File: src/rtl/pci_tgt_bridge.sv
// pci_tgt_bridge: single-data-phase PCI target to local-bus bridge with ack timeout.
module pci_tgt_bridge #(
    parameter int BAR_NUM = 0,
    parameter int ADDR_W  = 12,
    parameter int TIMEOUT = 16
) (
    input  logic              clk,
    input  logic              rst_n,
    input  logic [31:0]       addr,
    input  logic              addr_vld,
    input  logic [7:0]        base_hit,
    input  logic              s_wrdn,
    input  logic              s_data,
    input  logic              s_data_vld,
    input  logic [3:0]        s_cbe,
    input  logic [31:0]       adio_out,
    output logic [31:0]       adio_in,
    output logic              s_ready,
    output logic              s_term,
    output logic              s_abort,
    output logic [ADDR_W-3:0] lb_addr,
    output logic              lb_wr,
    output logic              lb_rd,
    output logic [31:0]       lb_wdata,
    output logic [3:0]        lb_be,
    input  logic [31:0]       lb_rdata,
    input  logic              lb_ack
);
    localparam logic [2:0] IDLE     = 3'd0;
    localparam logic [2:0] WR_WAIT  = 3'd1;
    localparam logic [2:0] WR_ISSUE = 3'd2;
    localparam logic [2:0] RD_ISSUE = 3'd3;
    localparam logic [2:0] RD_WAIT  = 3'd4;
    localparam logic [2:0] RD_DONE  = 3'd5;
    localparam logic [7:0] TO       = 8'(TIMEOUT);

    logic [2:0] st, nxt;
    logic [7:0] cnt;
    logic       s_data_d, claim, fall, wait_st, expired, hit_tmo;
    logic [3:0] be_nxt;

    // The abort cycle is the one where cnt sits at TO; an ack in it is ignored.
    always_comb begin
        claim   = st == IDLE && addr_vld && base_hit[BAR_NUM];
        fall    = s_data_d && !s_data;
        wait_st = (st == WR_ISSUE && lb_be != 4'd0) || st == RD_WAIT;
        expired = wait_st && cnt == TO;
        hit_tmo = wait_st && !expired && !lb_ack && cnt == TO - 8'd1;
        be_nxt  = (st == WR_WAIT && s_data_vld) ? ~s_cbe : lb_be;
        nxt     = st;
        case (st)
            IDLE:     nxt = claim ? (s_wrdn ? WR_WAIT : RD_ISSUE) : IDLE;
            WR_WAIT:  nxt = s_data_vld ? WR_ISSUE : fall ? IDLE : WR_WAIT;
            WR_ISSUE: nxt = (lb_be == 4'd0 || lb_ack || expired) ? IDLE : WR_ISSUE;
            RD_ISSUE: nxt = RD_WAIT;
            RD_WAIT:  nxt = expired ? IDLE : lb_ack ? RD_DONE : RD_WAIT;
            RD_DONE:  nxt = (s_data_vld || fall) ? IDLE : RD_DONE;
            default:  nxt = IDLE;
        endcase
    end

    always_ff @(posedge clk) begin
        if (!rst_n) begin
            st       <= IDLE;
            cnt      <= '0;
            s_data_d <= 1'b0;
            s_ready  <= 1'b0;
            s_term   <= 1'b0;
            s_abort  <= 1'b0;
            lb_wr    <= 1'b0;
            lb_rd    <= 1'b0;
            lb_addr  <= '0;
            lb_wdata <= '0;
            lb_be    <= '0;
            adio_in  <= '0;
        end else begin
            st       <= nxt;
            cnt      <= (st == nxt && wait_st) ? cnt + 8'd1 : 8'd0;
            s_data_d <= s_data;
            s_ready  <= nxt == WR_WAIT || nxt == RD_DONE;
            s_term   <= nxt != IDLE;
            s_abort  <= hit_tmo;
            lb_wr    <= nxt == WR_ISSUE && be_nxt != 4'd0 && !hit_tmo;
            lb_rd    <= nxt == RD_ISSUE;
            lb_be    <= be_nxt;
            if (claim)
                lb_addr <= addr[ADDR_W-1:2];
            if (st == WR_WAIT && s_data_vld)
                lb_wdata <= adio_out;
            if (st == RD_WAIT && lb_ack && !expired)
                adio_in <= lb_rdata;
        end
    end
endmodule
File: config.mk
export PLATFORM = sky130hd
export DESIGN_NAME = pci_tgt_bridge
export DESIGN_NICKNAME = d
export VERILOG_FILES = /design/src/rtl/pci_tgt_bridge.sv
export SDC_FILE = /design/constraint.sdc
export NUM_CORES = 1
export LEC_CHECK = 0
export ABC_AREA = 1
export CORE_MARGIN = 3
export CORE_UTILIZATION = 42
export DETAILED_ROUTE_END_ITERATION = 12
export PLACE_DENSITY = 0.86
export RECOVER_POWER = 100
export SYNTH_ARGS = -nofsm -noshare
export SYNTH_HDL_FRONTEND = slang
export SYNTH_SLANG_ARGS = --single-unit
File: constraint.sdc
create_clock -name clk -period 3.9 [get_ports clk]
set_clock_uncertainty 0.15 [all_clocks]
set_input_delay 0.585 -clock clk [delete_from_list [all_inputs] [get_ports clk]]
set_output_delay 0.585 -clock clk [all_outputs]
set_load 0.01 [all_outputs]
# After elaboration in Yosys (flattened, before gate mapping)
# Cells that the tools add are included.
word_totals:
  register_bits: 95
  word_cells: 65
classes:
  n_addsub: 1
  n_eq_ne: 12
  muxes: 10
  bitwise: 1
  n_reduce_logical: 29
op_table:
  columns: ["cell", "n"]
  rows:
  - ["case mux 3 bit (6 select lines)", 1]
  - ["logical AND 1 bit", 14]
  - ["equality test 3 x 2 -> 1 bit (second input constant)", 4]
  - ["equality test 3 bit (second input constant)", 3]
  - ["adder 8 x 1 -> 8 bit (second input constant)", 1]
  - ["equality test 8 x 4 -> 1 bit (second input constant)", 1]
  - ["equality test 8 x 5 -> 1 bit (second input constant)", 1]
  - ["2-to-1 mux 2 bit", 4]
  - ["nonzero test 4 bit", 2]
  - ["equality test 3 x 1 -> 1 bit (second input constant)", 2]
  - ["2-to-1 mux 3 bit", 2]
  - ["logical OR 1 bit", 5]
  - ["logical NOT 1 bit", 4]
  - ["logical NOT 4 bit", 1]
  - ["2-to-1 mux 4 bit", 1]
  - ["NOT 4 bit", 1]
  - ["equality test 3 bit", 1]
  - ["logical NOT 3 bit", 1]
  - ["nonzero test 3 bit", 1]
  - ["2-to-1 mux 1 bit", 2]
  - ["AND reduction 2 bit", 1]

# Longest topological paths before layout
depth:
  depth_word: 10
  ltp_mapped: 11
  mapped_depth_nobuf: 10

# Least setup slack after synthesis
# OpenSTA, ideal clock, no wires.
synth_timing:
  path_kind: "input port to flip-flop"
  startpoint: "input s_data_vld"
  endpoint: "register lb_wdata[0]"
  arrival_ps: 1374
  t_required_ps: 3634
  setup_slack_ps: 2261
  stages: 6
  path_buffers: 1
  path_cell_list: "inv_1 > nor2_1 > nand2_4 > clkbuf_1 > o21ai_0 > nor2_1"
synth_between:
  elab_chain_len: 1
synth_rtl:
  columns: ["item", "line", "text"]
  rows:
  - ["start: declaration", "14", "input logic s_data_vld,"]
  - ["logical AND 1 bit", "88", "if (st == WR_WAIT && s_data_vld)"]
  - ["end signal: assignment", "89", "lb_wdata <= adio_out;"]
  - ["end: declaration", "24", "output logic [31:0] lb_wdata,"]
# No other way between the ends.
# A chain may end at the register's enable or synchronous reset.

# Worst setup path in the final report
layout_timing:
  startpoint: "input s_data_vld"
  endpoint: "register lb_rd"
layout_between:
  elab_chain_len: 4
  word_cells_on_any_way: 5
layout_rtl:
  columns: ["item", "line", "text"]
  rows:
  - ["logical OR 1 bit", "57", "RD_DONE: nxt = (s_data_vld || fall) ? IDLE : RD_DONE;"]
  - ["2-to-1 mux 3 bit", "57", null]
  - ["case mux 3 bit (6 select lines) *", "51", "case (st)"]
  - ["equality test 3 x 2 -> 1 bit *", "84", "lb_rd <= nxt == RD_ISSUE;"]
  - ["end signal: assignment", "71", "lb_rd <= 1'b0;"]
  - ["end signal: assignment", "84", null]
  - ["end: declaration", "23", "output logic lb_rd,"]
# Every way passes the cells marked *; elsewhere a longest branch is shown, timed or not.

==> out/qor.yml <==
path_common_cell: "nor2_1"
io_buffer_count: 168
nets: 740
first_global_vias: 3384
vdd_ir_drop_max_uv: 202
hold_class: "flip-flop to flip-flop"
start_kind: "input pin"
p_switching_w: 0.000445
via_per_inst: 4.83
start_util_pct: 43.6
grt_usage_pct: 19.4
antenna_found_initial: 0
fmax_mhz: 379
cts_root_buf: "clkbuf_8"
rows: 33
postSynthCellCount: 466
powerDensity_nw_per_um2: 335
grt_first_pass_wirelength_um: 15500
critical_path_class: "input pin to flip-flop"
multi_input_area_um2: 1320
ff_latch_area_um2: 1900
crit_chain: "dlygate4sd3_1 > inv_1 > nor2_1 > nand2_4 > clkinv_2 > nor2_1 > o21ai_0 > nand2_1 > nor2_1"
postRouteAntennaNets: 0
rsz0062_at_grt: "false"
clk_latency_ns: 0.34
num_vias: 3544
cp.buffers_inverters: 3
fin_ws_ns: 1.26
max_stage_delay_ns: 0.52
crit_family: "simple AND/OR/NAND/NOR gates"
num_antenna_cells: 0
syn_area_um2: 3600
drc: 0
finalSetupViolCount: 0
cts_tree: "done"
slew_headroom_pct: -15.5
fp.dieW_um: 98.6
tns_ns: 0
post-dp-hpwl_um: 7380
drt_wl_total_um: 9760
cp_slowest_cell: "dlygate4sd3_1"
ctsResizeCount: 0
worstPathRequired_ns: 4.02
worstMarginPinSlew_ns: 1.73
hold_buffers: 0
cts_made_buffers: 9
p_leak_nw: 2.32
fill_cells: 722
final_max_slew_viol_count: 48
seq_area_frac_synth_pct: 52.8
layoutNonFillerInstCount: 733
coreArea_um2: 8260
dieArea_um2: 9720
critPathArrivalTime_ns: 2.76
synth_cell_types: 28
cp_max_fo: 37
post_cts_buffers: 0
finalCriticalPeriod_ns: 2.64
syn_nets: 583
htreeDepth: 3
violations: "max-capacitance violations, max-slew violations"
maxCapViolCount: 1
drive_gt1_share_pct: 4.14
area_delta_synth_final_pct: 50.8
pre_cts_ws_ns: 1.16
cts.sinks: 95
die_h_um: 98.6
p_comb_share_pct: 13.5
intPower_w: 0.00137
status: "finished with violations"
grt_max_degree: 48
clk_pin_slew_ns: 0.09
synth.avg_cell_area_um2: 7.72
routedWlPerCell_um: 13.3
yosysWarnings: 0
fin_crit_sh_pct: 67.7
critPathCaptureType: "flip-flop"
synth_seq_cells: 95
dr.pass1.iters: 5
ios: 198
clockBufferDepth: 2
clkPwrFrac_pct: 30.6
drt_iter0_markers: 116
report.final.hold_viol_count: 0
p_seq_share_pct: 55.9
grt_overflow: 0
gp_congestion: 0.805
place_inst: 717
p_sw_share_pct: 24.5
## kinds of logic after synthesis
kind of cell,synth area share [%]
and+or+nand+nor,20.0
AOI/OAI and AO/OA,15.8
DFF,52.8
buffers and inverters,10.2
xor gates and xnor gates,0.487
adders and majority gates,0.695
## Yosys cell counts, drive strengths merged
library cell	number	share of area, %
dfxtp	95	53
ha	2	0.70
nand4	2	0.52
nand2	34	3.9
inv	57	5.9
a21oi	38	5.3
o21ai	75	11
nand3b	4	0.83
clkinv	2	0.24
nor3	4	0.56
xor2	2	0.49
buf	14	3.0
nand3	12	1.8
nor4	1	0.17
nor2	114	12
clkbuf	10	1.0
## placed cells by master (no fill, tap or decap), drive strengths merged
cell and n:
a21oi 38, buf 2, clkbuf 12, clkdlybuf4s50 82
clkinv 3, clkinvlp 4, dfxtp 95, dlygate4sd3 85
ha 2, inv 57, nand2 34, nand3 12
nand3b 4, nand4 2, nor2 114, nor3 4
nor4 1, o21ai 75, xor2 2
## metrics by stage
step | util [%] | power, W | area (um2) | hold slack [ns]
2_1_floorplan | - | 0.00114 | 3600 | 0.280
3_3_place_gp | 63.9 | 0.00129 | 5280 | 0.281
3_5_place_dp | 63.9 | 0.00130 | 5280 | 0.289
4_1_cts | 65.9 | 0.00185 | 5440 | 0.302
5_1_grt | 65.7 | 0.00191 | 5430 | 0.311
6_report | 65.7 | 0.00182 | 5430 | 0.296
## final cells by class
type	instances	area share (%)
flip-flops and latches	95	35.0
clock buffers	11	2.42
clock inverters	5	0.645
well taps	105	2.42
multi-input cells	288	24.2
repair buffers	170	31.1
inverters	59	4.10
## power by group through the flow
| stage | clock network (W) | logic (W) | registers, W |
|---|---|---|---|
| floorplan | 0 | 0.0000864 | 0.00105 |
| global placement | 0 | 0.000252 | 0.00104 |
| detailed placement | 0 | 0.000258 | 0.00104 |
| CTS | 0.000577 | 0.000259 | 0.00102 |
| global route | 0.000619 | 0.000269 | 0.00102 |
| finish | 0.000557 | 0.000245 | 0.00102 |
## path summary, 6_finish.rpt
check,end,slack [ns],startpoint,cells after the start
setup / recovery,lb_rd,1.26,s_data_vld,9
setup reg to reg,adio_in[8],1.60,cnt[0],9
hold / removal,adio_in[27],0.30,adio_in[27],2
hold reg to reg,adio_in[27],0.30,adio_in[27],2
## worst min-delay path, stage by stage (launching register included)
cell and delay [ns]:
dfxtp_1 0.31, inv_1 0.04, a21oi_1 0.05
## per-layer routing
metal	global-route usage (%)	share of wire (%)
met5	0	0
met4	6.51	1.6
met3	6.16	8.8
met2	33.1	48
met1	23.2	42
## registers in the layout (all words and copies together) (netlist names)
signal and count:
adio_in 32, cnt 8, lb_addr 10, lb_be 4, lb_rd 1, lb_wdata 32
lb_wr 1, s_abort 1, s_data_d 1, s_ready 1, s_term 1, st 3
Power figures use the tool's default switching activity.
